--- src/rtl/seri_alici.sv ---
// seri_alici: serial receive stage. Reassembles LSB-first BIT-bit frames from
// a qualified bit stream and buffers finished words in a small FWFT FIFO.
//
// Handshake: a bit is taken on every rising edge where gecerli_giris=1 (no
// back-pressure, the sender never waits); a word is popped on every rising
// edge where oku=1 and hazir=1, and oku while hazir=0 is ignored.
module seri_alici #(
    parameter int BIT     = 4,
    parameter int ADRES_W = 2
) (
    input  logic               saat,
    input  logic               reset,
    input  logic               bit_girisi,
    input  logic               gecerli_giris,
    input  logic               oku,
    output logic [BIT-1:0]     veri_cikisi,
    output logic               hazir,
    output logic               dolu,
    output logic [ADRES_W:0]   doluluk,
    output logic               cerceve_hatasi,
    output logic               tasma
);

    localparam int DERINLIK = 2 ** ADRES_W;
    localparam int SW       = $clog2(BIT);
    localparam logic [SW-1:0]    SON       = SW'(BIT - 1);
    localparam logic [ADRES_W:0] DOLU_SAYI = (ADRES_W + 1)'(DERINLIK);

    typedef enum logic {
        BOSTA = 1'b0,
        ALIM  = 1'b1
    } durum_t;

    // Receiver state (durum_q is the state a checker should bind to)
    durum_t          durum_q, durum_d;
    logic [SW-1:0]   sayac_q, sayac_d;
    logic [BIT-1:0]  kaydirma_q, kaydirma_d;
    logic            hata_q, hata_d;
    logic            yaz;
    logic [BIT-1:0]  yaz_veri;

    // FIFO state
    logic [BIT-1:0]     bellek_q [DERINLIK];
    logic [ADRES_W-1:0] yaz_ptr_q, oku_ptr_q;
    logic [ADRES_W:0]   sayi_q;
    logic               tasma_q;
    logic               bos_degil, tam, cek, it_kabul, tasma_olay;

    // Receiver next-state: collect bits, emit a push on the last bit of a frame
    always_comb begin
        durum_d    = durum_q;
        sayac_d    = sayac_q;
        kaydirma_d = kaydirma_q;
        hata_d     = 1'b0;
        yaz        = 1'b0;
        // The last bit goes straight into the word so it is pushed on its own edge
        yaz_veri   = {bit_girisi, kaydirma_q[BIT-2:0]};
        case (durum_q)
            BOSTA: begin
                if (gecerli_giris) begin
                    kaydirma_d[0] = bit_girisi;
                    sayac_d       = SW'(1);
                    durum_d       = ALIM;
                end
            end
            ALIM: begin
                if (gecerli_giris) begin
                    kaydirma_d[sayac_q] = bit_girisi;
                    if (sayac_q == SON) begin
                        yaz     = 1'b1;
                        sayac_d = '0;
                        durum_d = BOSTA;
                    end else begin
                        sayac_d = sayac_q + SW'(1);
                    end
                end else begin
                    // Qualifier dropped mid-frame: abandon it and flag a short frame
                    sayac_d = '0;
                    durum_d = BOSTA;
                    hata_d  = 1'b1;
                end
            end
            default: begin
                sayac_d = '0;
                durum_d = BOSTA;
            end
        endcase
    end

    // Receiver registers
    always_ff @(posedge saat) begin
        if (!reset) begin
            durum_q    <= BOSTA;
            sayac_q    <= '0;
            kaydirma_q <= '0;
            hata_q     <= 1'b0;
        end else begin
            durum_q    <= durum_d;
            sayac_q    <= sayac_d;
            kaydirma_q <= kaydirma_d;
            hata_q     <= hata_d;
        end
    end

    // A pop on a full FIFO frees the slot the simultaneous push needs
    assign bos_degil  = (sayi_q != '0);
    assign tam        = (sayi_q == DOLU_SAYI);
    assign cek        = oku && bos_degil;
    assign it_kabul   = yaz && (!tam || cek);
    assign tasma_olay = yaz && tam && !cek;

    // FIFO pointers, occupancy and sticky overflow
    always_ff @(posedge saat) begin
        if (!reset) begin
            yaz_ptr_q <= '0;
            oku_ptr_q <= '0;
            sayi_q    <= '0;
            tasma_q   <= 1'b0;
        end else begin
            if (it_kabul) yaz_ptr_q <= yaz_ptr_q + ADRES_W'(1);
            if (cek)      oku_ptr_q <= oku_ptr_q + ADRES_W'(1);
            case ({it_kabul, cek})
                2'b10:   sayi_q <= sayi_q + (ADRES_W + 1)'(1);
                2'b01:   sayi_q <= sayi_q - (ADRES_W + 1)'(1);
                default: sayi_q <= sayi_q;
            endcase
            if (tasma_olay) tasma_q <= 1'b1;
        end
    end

    // FIFO storage; contents need no reset since the count gates the output
    always_ff @(posedge saat) begin
        if (reset && it_kabul) bellek_q[yaz_ptr_q] <= yaz_veri;
    end

    assign hazir          = bos_degil;
    assign dolu           = tam;
    assign doluluk        = sayi_q;
    assign veri_cikisi    = bos_degil ? bellek_q[oku_ptr_q] : '0;
    assign cerceve_hatasi = hata_q;
    assign tasma          = tasma_q;

endmodule

--- config.mk ---
export PLATFORM = sky130hd
export DESIGN_NAME = seri_alici
export DESIGN_NICKNAME = d
export VERILOG_FILES = /design/src/rtl/seri_alici.sv
export SDC_FILE = /design/constraint.sdc
export NUM_CORES = 1
export LEC_CHECK = 0
export ABC_AREA = 1
export CORE_MARGIN = 2
export CORE_UTILIZATION = 37
export CTS_CLUSTER_DIAMETER = 100
export DETAILED_ROUTE_END_ITERATION = 16
export SLEW_MARGIN = 30
export SYNTH_ARGS = -nofsm -noshare
export SYNTH_HDL_FRONTEND = slang
export SYNTH_SLANG_ARGS = --single-unit
export TNS_END_PERCENT = 20
--- constraint.sdc ---
create_clock -name saat -period 3.1 [get_ports saat]
set_input_delay 0.62 -clock saat [delete_from_list [all_inputs] [get_ports saat]]
set_output_delay 0.62 -clock saat [all_outputs]
set_load 0.01 [all_outputs]
Word-level counts from Yosys, hierarchy flattened

Memories as Yosys holds them, arrays and structs flattened. A register that Yosys moved wholly into a read port is not among the register bits.
Cells that the tools add are included.

Memories: 1
Bits in writable memories: 16
Output and inout bits: 11
Input bits: 5
Register bits after elaboration: 16

Memory list:

| name     | depth | bits a word | rd ports | clocked after memory_dff | wr ports | line | text |
|---|---|---|---|---|---|---|---|
| bellek_q | 4     | 4           | 1        | 1                        | 1        | 43   | `logic [BIT-1:0] bellek_q [DERINLIK];` |

Add/sub/neg operators: 5
Bitwise logic cells: 1
Muxes and demuxes: 24
Magnitude comparators: 2
Equal/unequal tests: 6
Reduce and logical (&&, ||, !) cells: 14

Operator list:

| operator                                                                            | number |
|---|---|
| 1-bit two-way mux                                                                   | 12 |
| 2-bit two-way mux                                                                   | 5 |
| 2-bit by 1-bit adder with 2-bit output, second input constant                       | 3 |
| 1-bit logical AND                                                                   | 6 |
| 3-bit one-hot mux with 2 select lines                                               | 1 |
| 2-bit AND reduction                                                                 | 3 |
| 4-bit bitwise mux                                                                   | 1 |
| 2-bit equality test, second input constant                                          | 2 |
| 4-bit two-way mux                                                                   | 1 |
| 2-bit inequality test, second input constant                                        | 2 |
| 1-bit one-hot mux with 2 select lines                                               | 2 |
| 2-bit one-hot mux with 2 select lines                                               | 1 |
| 3-bit by 1-bit adder with 3-bit output, second input constant                       | 1 |
| 3-bit equality test, second input constant                                          | 1 |
| 2-bit by 3-bit < comparator with 1-bit output, second input constant                | 1 |
| 3-bit nonzero test                                                                  | 1 |
| 3-bit by 1-bit subtractor with 3-bit output, second input constant                  | 1 |
| 1-bit demux with 2-bit select                                                       | 1 |
| 2-bit by 1-bit equality test with 1-bit output, second input constant               | 1 |
| 2-bit by 1-bit greater-or-equal comparator with 1-bit output, second input constant | 1 |
| 1-bit zero test                                                                     | 2 |
| 2-bit nonzero test                                                                  | 1 |
| 1-bit logical OR                                                                    | 1 |
| 1-bit NOT                                                                           | 1 |

Longest topological paths before layout

Gate-level depths: netlist of the first run.

Word-level depth: 8
Mapped depth: 13
Mapped depth without buffers: 13

Worst setup path before layout of the first run

No wires, ideal clock.

Path kind: input to register
Start: input port oku
End: register sayi_q[2], in the netlist doluluk[2]
Buffers on the path: 0
Slack: 1.247 ns
Data arrival time: 1.741 ns
Library setup time: 0.113 ns
Required time: 2.987 ns
Stages on the path: 12
Path through: inv_1 -> nand3_2 -> nand2_1 -> ha_1 -> inv_1 -> fa_1 -> inv_1 -> nand2_1 -> nand3_1 -> nand2_1 -> nand2_1 -> nor2_1

Cells in the longest elaborated chain, start to end: 5

RTL lines:

| what                                                                                         | line | text |
|---|---|---|
| from (decl)                                                                                  | 15   | `input logic oku,` |
| 1-bit logical AND *                                                                          | 108  | `assign cek = oku && bos_degil;` |
| 1-bit logical OR                                                                             | 109  | `assign it_kabul = yaz && (!tam \|\| cek);` |
| 1-bit logical AND                                                                            | 109  |  |
| 2-bit by 1-bit equality test with 1-bit output / 2-bit equality test (equally long branches) | 122  | `case ({it_kabul, cek})` |
| 3-bit one-hot mux with 2 select lines / 2-bit nonzero test (equally long branches)           | n/a  |  |
| to (signal assigned)                                                                         | 123  | `2'b10: sayi_q <= sayi_q + (ADRES_W + 1)'(1);` |
| to (signal assigned)                                                                         | 124  | `2'b01: sayi_q <= sayi_q - (ADRES_W + 1)'(1);` |
| to (signal assigned)                                                                         | 125  | `default: sayi_q <= sayi_q;` |
| to (decl)                                                                                    | 45   | `logic [ADRES_W:0] sayi_q;` |

Mark *: on every way between the ends. The rest lies on a longest branch, timed or not.
A chain may end at the register's enable or synchronous reset.

==> metrics.txt, run 1 <==
result of the run complete, no violations; Hold-fix buffers, CTS 0; fmax 421 MHz; final clock skew 0.00348 ns; logic depth of the worst register-to-register path 13; Clock Tree Buf Depth 2; library cell with the highest instance count after synthesis sky130_fd_sc_hd__nor2_1; power per unit of standard cell area 523 nW/um^2; nature of the critical path endpoint primary output; placed cell count 230; Die X-Extent 67.9 um; Yosys Warn Count 0; dpl hpwl 2.00 mm; post-CTS clock slew at the launch and capture registers of the worst setup and hold paths 0.07 ns; clock tree from TritonCTS yes; summed area of non-filler cells in the final layout 1800 sq um; Crit Path Category register to primary output; standard-cell rows 23; CP peak stage delay 0.56 ns; clock net sink count 33; Residual DRC 0; Setup Fix Bufs, Post-CTS 0; number of flops mapped to enable cells by yosys 16; cell seen most often among critical-path stages sky130_fd_sc_hd__nor2_1; Synth top area share 31.8%; number of top-level design ports 16; actual transition at the worst max-transition pin 0.385 ns; final setup fails 0; Final Routed Wirelength 2.66 mm; Slew Limit Fails 0; via count of the first global-routing pass 1029; Hold Crit Depth 2; area of the die 4610 sq um; Final Hold Viols 0; required time of the critical path 2.48 ns; Slowest cell on crit path sky130_fd_sc_hd__clkdlybuf4s50_1; count of mapped cells out of synthesis 167; synthesized netlist net count 182; Tightest Hold Check Type register to register; clock buffers created by TritonCTS 5; number of nets in the final layout 202; number of violations reported at the end of detailed-routing iteration 0 34; vertical extent of the die 67.9 um; Worst EP arrival 1.76 ns; overall power of the completed layout 0.942 mW; pin count of the biggest net entering global routing 12; ranking of synthesized cells by instance count sky130_fd_sc_hd__nor2_1, sky130_fd_sc_hd__inv_1, sky130_fd_sc_hd__nand2_1, sky130_fd_sc_hd__dfxtp_1, sky130_fd_sc_hd__edfxtp_1; #FFs+latches synth 33; buffer and inverter count on the worst path 1; total negative slack 0 ns; cell types occupying the most area after synthesis sky130_fd_sc_hd__edfxtp_1, sky130_fd_sc_hd__dfxtp_1, sky130_fd_sc_hd__ha_1; global router's overall resource usage 13.2%; detailed-route via count 1087; Root Buffer sky130_fd_sc_hd__clkbuf_8; share of synthesized registers carrying an async set or reset 0%; final estimated routing congestion in global placement 0.787; average via count per standard cell 4.57; number of distinct library cells after synthesis 21; shortest period the worst path allows 2.38 ns; number of optimization iterations in the first detailed-route pass 4; final std cells w/o fill 238; Antenna Nets Post-Route 0; Area growth syn-to-layout 19.1%; number of antenna violations at the first check in global routing 0; worst max-slew margin expressed relative to the limit 74.3%; Netlist Area Pre-Place 1510 sq um; Skew-Pair Late Insertion Delay 0.29 ns; number of fill cells 374; utilization after layout 45.3%; CP startpoint kind register; routed wire length per instance 11.2 um; cts repair resizes 0; Antenna Cells 0; final worst-path cycle share 76.7%; first-pass GRT wire length 4.37 mm; most common flop cell mapped by yosys sky130_fd_sc_hd__dfxtp_1; cell type contributing the most total cell area after synthesis sky130_fd_sc_hd__edfxtp_1; dominant delay contributor by cell family on the critical path buffers and inverters; fraction of layout instances using a drive strength above 1 7.98%; Area after DPL 1710 sq um; I/O Buffers 15; GRT overflow 0; # Max-Cap Violations 0; H-tree lvl count 2; unrepaired setup endpoints after global routing no; leakage power 0.704 nW; largest voltage drop on the vdd net 0.263 mV; sequential fraction of the synthesis area 54.3%; Core ar. 3970 sq um; cells along the critical path nor2_1, nor2_1, o21ai_0, a21oi_1, clkdlybuf4s50_1; number of logic stages on the critical path including buffering 5; syn_area_per_cell 9.05 sq um; CP Max Fanout 9; initial core utilization 38.1%
==> where the power goes <==
group	total, mW	switching (mW)	leakage, nW	internal, mW
Combinational	0.139	0.0783	0.373	0.0606
Clock	0.317	0.163	0.0439	0.155
Sequential	0.486	0.0180	0.287	0.468
==> stage by stage <==
step           hold WS [ns]  setup WS, ns
2_1_floorplan         0.455          1.25
3_3_place_gp          0.458         0.654
3_5_place_dp          0.467         0.569
4_1_cts               0.483         0.697
5_1_grt               0.519         0.577
6_report              0.475         0.722
==> cells by family (layout without fill, tap and decap cells) <==
family,Yosys count,in the layout,share of synthesized area (%)
and+or+nand+nor,66,66,19.7
buffers and inverters,30,51,7.61
AOI/OAI and AO/OA,28,28,9.60
adders and majority gates,10,10,8.78
DFF,33,33,54.3
==> registers in the layout (all words and copies together) (netlist names), named ones only <==
signal / flops
durum_q: 1
kaydirma_q: 3
tasma: 1
sayac_q: 2
doluluk: 3
bellek_q: 16
oku_ptr_q: 2
yaz_ptr_q: 2
cerceve_hatasi: 1
==> layout make-up <==
type	instances	area (sq um)	area share (%)
Clock buffer	5	68.8	3.82
Clock inverter	3	17.5	0.973
Inverter	28	105	5.84
Multi-Input combinational cell	104	576	32.0
Sequential cell	33	821	45.6
Tap cell	50	62.6	3.47
Timing Repair Buffer	15	150	8.34
==> final timing paths <==
| path | from | to | slack (ns) |
|---|---|---|---|
| hold / removal | tasma | tasma | 0.48 |
| setup / recovery | register | veri_cikisi[3] | 0.72 |
| setup reg to reg | sayac_q[0] | doluluk[2] | 1.16 |
| hold reg to reg | tasma | tasma | 0.48 |
==> worst min-delay path, stage by stage (launching register included) <==
cell and delay, ns:
sky130_fd_sc_hd__dfxtp_1 0.33, sky130_fd_sc_hd__nor2_1 0.05, sky130_fd_sc_hd__nor2_1 0.07
==> cell usage in the layout (no fill, tap or decap), drive strengths merged <==
master,instances
fa,1
clkinv,3
ha,9
o211ai,1
edfxtp,16
a21oi,14
nand3,11
dfxtp,17
a211oi,1
clkinvlp,1
clkbuf,5
nor2,32
nand2,21
inv,27
o21ai,12
nor3,2
clkdlybuf4s50,15
==> per-layer routing <==
layer  track usage, %  wire [um]
met1             15.1       1190
met2             22.1       1320
met4             6.00         56
met5                0          0
met3             4.93         92
Power figures use the tool's default switching activity.
==> inputs of run 2 (changes only) <==
==> constraint.sdc (replaced) <==
create_clock -name saat -period 2 [get_ports saat]
set_input_delay 0.4 -clock saat [delete_from_list [all_inputs] [get_ports saat]]
set_output_delay 0.4 -clock saat [all_outputs]
set_load 0.01 [all_outputs]
==> run 2 against run 1 <==
Effect of this change:
- flip-flop and latch count stayed put
- wire length grew 1.7%
- utilization increased by 2.0 points
- first-iteration DRC count increased by 44%
- clock-buffer cell count unchanged
- total power rose by 55%
- cell count grew 4.2%
- register-to-register slack got worse by 0.98 ns
- global-route usage rose by 0.93 points
- hold slack gained 0.010 ns
- setup slack worse by 0.57 ns
- critical path type is now primary input to register
- largest power group unchanged
==> metrics.txt, run 2 (synthesis gave the netlist of run 1 again) <==
final std cells w/o fill 248; number of nets in the final layout 212; result of the run complete, no violations; Hold-fix buffers, CTS 0; clock net sink count 33; number of violations reported at the end of detailed-routing iteration 0 49; average via count per standard cell 4.52; Area growth syn-to-layout 24.3%; first-pass GRT wire length 4.69 mm; area of the die 4610 sq um; leakage power 0.774 nW; detailed-route via count 1120; global router's overall resource usage 14.1%; dpl hpwl 2.05 mm; post-CTS clock slew at the launch and capture registers of the worst setup and hold paths 0.07 ns; GRT overflow 0; unrepaired setup endpoints after global routing no; number of fill cells 376; fmax 541 MHz; clock buffers created by TritonCTS 5; Antenna Cells 0; initial core utilization 38.1%; CP startpoint kind primary input; I/O Buffers 15; Final Routed Wirelength 2.71 mm; Die X-Extent 67.9 um; Root Buffer sky130_fd_sc_hd__clkbuf_8; Final Hold Viols 0; H-tree lvl count 2; actual transition at the worst max-transition pin 0.362 ns; Crit Path Category primary input to register; final clock skew 0.00416 ns; cells along the critical path clkdlybuf4s50_1, nand2_2, nor2_8, nand2_1, ha_1, inv_1, fa_1, inv_1, nand2_1, nand3_1, nand2_1, nand2_1, nor2_1; # Max-Cap Violations 0; Worst EP arrival 2.03 ns; Slew Limit Fails 0; nature of the critical path endpoint register; top library cells by usage in the layout, fill and taps aside sky130_fd_sc_hd__nor2_1, sky130_fd_sc_hd__inv_1, sky130_fd_sc_hd__nand2_1; total negative slack 0 ns; cell seen most often among critical-path stages sky130_fd_sc_hd__nand2_1; Antenna Nets Post-Route 0; final worst-path cycle share 92.4%; Tightest Hold Check Type register to register; via count of the first global-routing pass 1084; Clock Tree Buf Depth 2; clock tree from TritonCTS yes; largest voltage drop on the vdd net 0.356 mV; fraction of layout instances using a drive strength above 1 16.2%; power per unit of standard cell area 779 nW/um^2; Residual DRC 0; largest register by flop count bellek_q; most frequent standard cell in the layout excluding fill and tap cells sky130_fd_sc_hd__nor2_1; number of antenna violations at the first check in global routing 0; vertical extent of the die 67.9 um; Slowest cell on crit path sky130_fd_sc_hd__clkdlybuf4s50_1; required time of the critical path 2.18 ns; CP peak stage delay 0.44 ns; final estimated routing congestion in global placement 0.799; worst max-slew margin expressed relative to the limit 75.8%; final setup fails 0; number of flip-flops under the largest register name 16; pin count of the biggest net entering global routing 12; shortest period the worst path allows 1.85 ns; standard-cell rows 23; Skew-Pair Late Insertion Delay 0.28 ns; number of optimization iterations in the first detailed-route pass 4; number of top-level design ports 16; routed wire length per instance 10.9 um; CP Max Fanout 2; Core ar. 3970 sq um; placed cell count 239
## run 2: area by class of cell
type	instances	area, sq um	share of cell area, %
flip-flops and latches	33	830	44.1
multi-input cells	104	576	30.6
clock buffers	5	68.8	3.66
repair buffers	25	220	11.7
clock inverters	3	17.5	0.932
inverters	28	105	5.59
well taps	50	62.6	3.33
## run 2: final timing paths
check | start | end | slack [ns] | depth (start not counted)
max | gecerli_giris | doluluk[2] | 0.15 | 13
min | tasma | tasma | 0.49 | 2
max reg2reg | sayac_q[1] | doluluk[2] | 0.18 | 13
min reg2reg | tasma | tasma | 0.49 | 2
## run 2: worst max-delay path: cells and delay by family
kind,cells,cell delay [ns]
adders and majority gates,2,0.54
buffers and inverters,3,0.57
and+or+nand+nor,8,0.52
## run 2: metal layers
layer | up-vias | share of wire [%] | track usage [%] | wire length, um
li1 | 596 | - | - | -
met3 | 5 | 3.4 | 5.59 | 93
met1 | 509 | 46 | 16.5 | 1260
met4 | 0 | 1.3 | 4.50 | 36
met2 | 10 | 49 | 23.9 | 1320
met5 | - | 0 | 0 | 0
## run 2: power by group
part | switching, mW | leakage [nW] | internal [mW] | total (mW)
Clock | 0.247 | 0.0439 | 0.240 | 0.486
Combinational | 0.124 | 0.441 | 0.0948 | 0.218
Sequential | 0.0296 | 0.289 | 0.729 | 0.759
Total | 0.400 | 0.774 | 1.06 | 1.46
## run 2: metrics by stage
step                utilization (%)  hold WS [ns]  power, mW  setup slack [ns]  area, sq um
floorplan                         -         0.455      0.892             0.229         1510
global placement               44.9         0.455      0.992           -0.0768         1780
detailed placement             44.9         0.464      0.998            -0.145         1780
CTS                            47.1         0.486       1.48             0.112         1870
global route                   47.3         0.523       1.55           0.00679         1880
finish                         47.3         0.485       1.46             0.153         1880
## run 2: repair_timing
| action | 4_1_cts | 5_1_grt |
|---|---|---|
| buffers inserted | 0 | 1 |
| gates resized for setup | 10 | 2 |
| hold endpoints to repair | 0 | 0 |
| setup endpoints to repair | 4 | 1 |
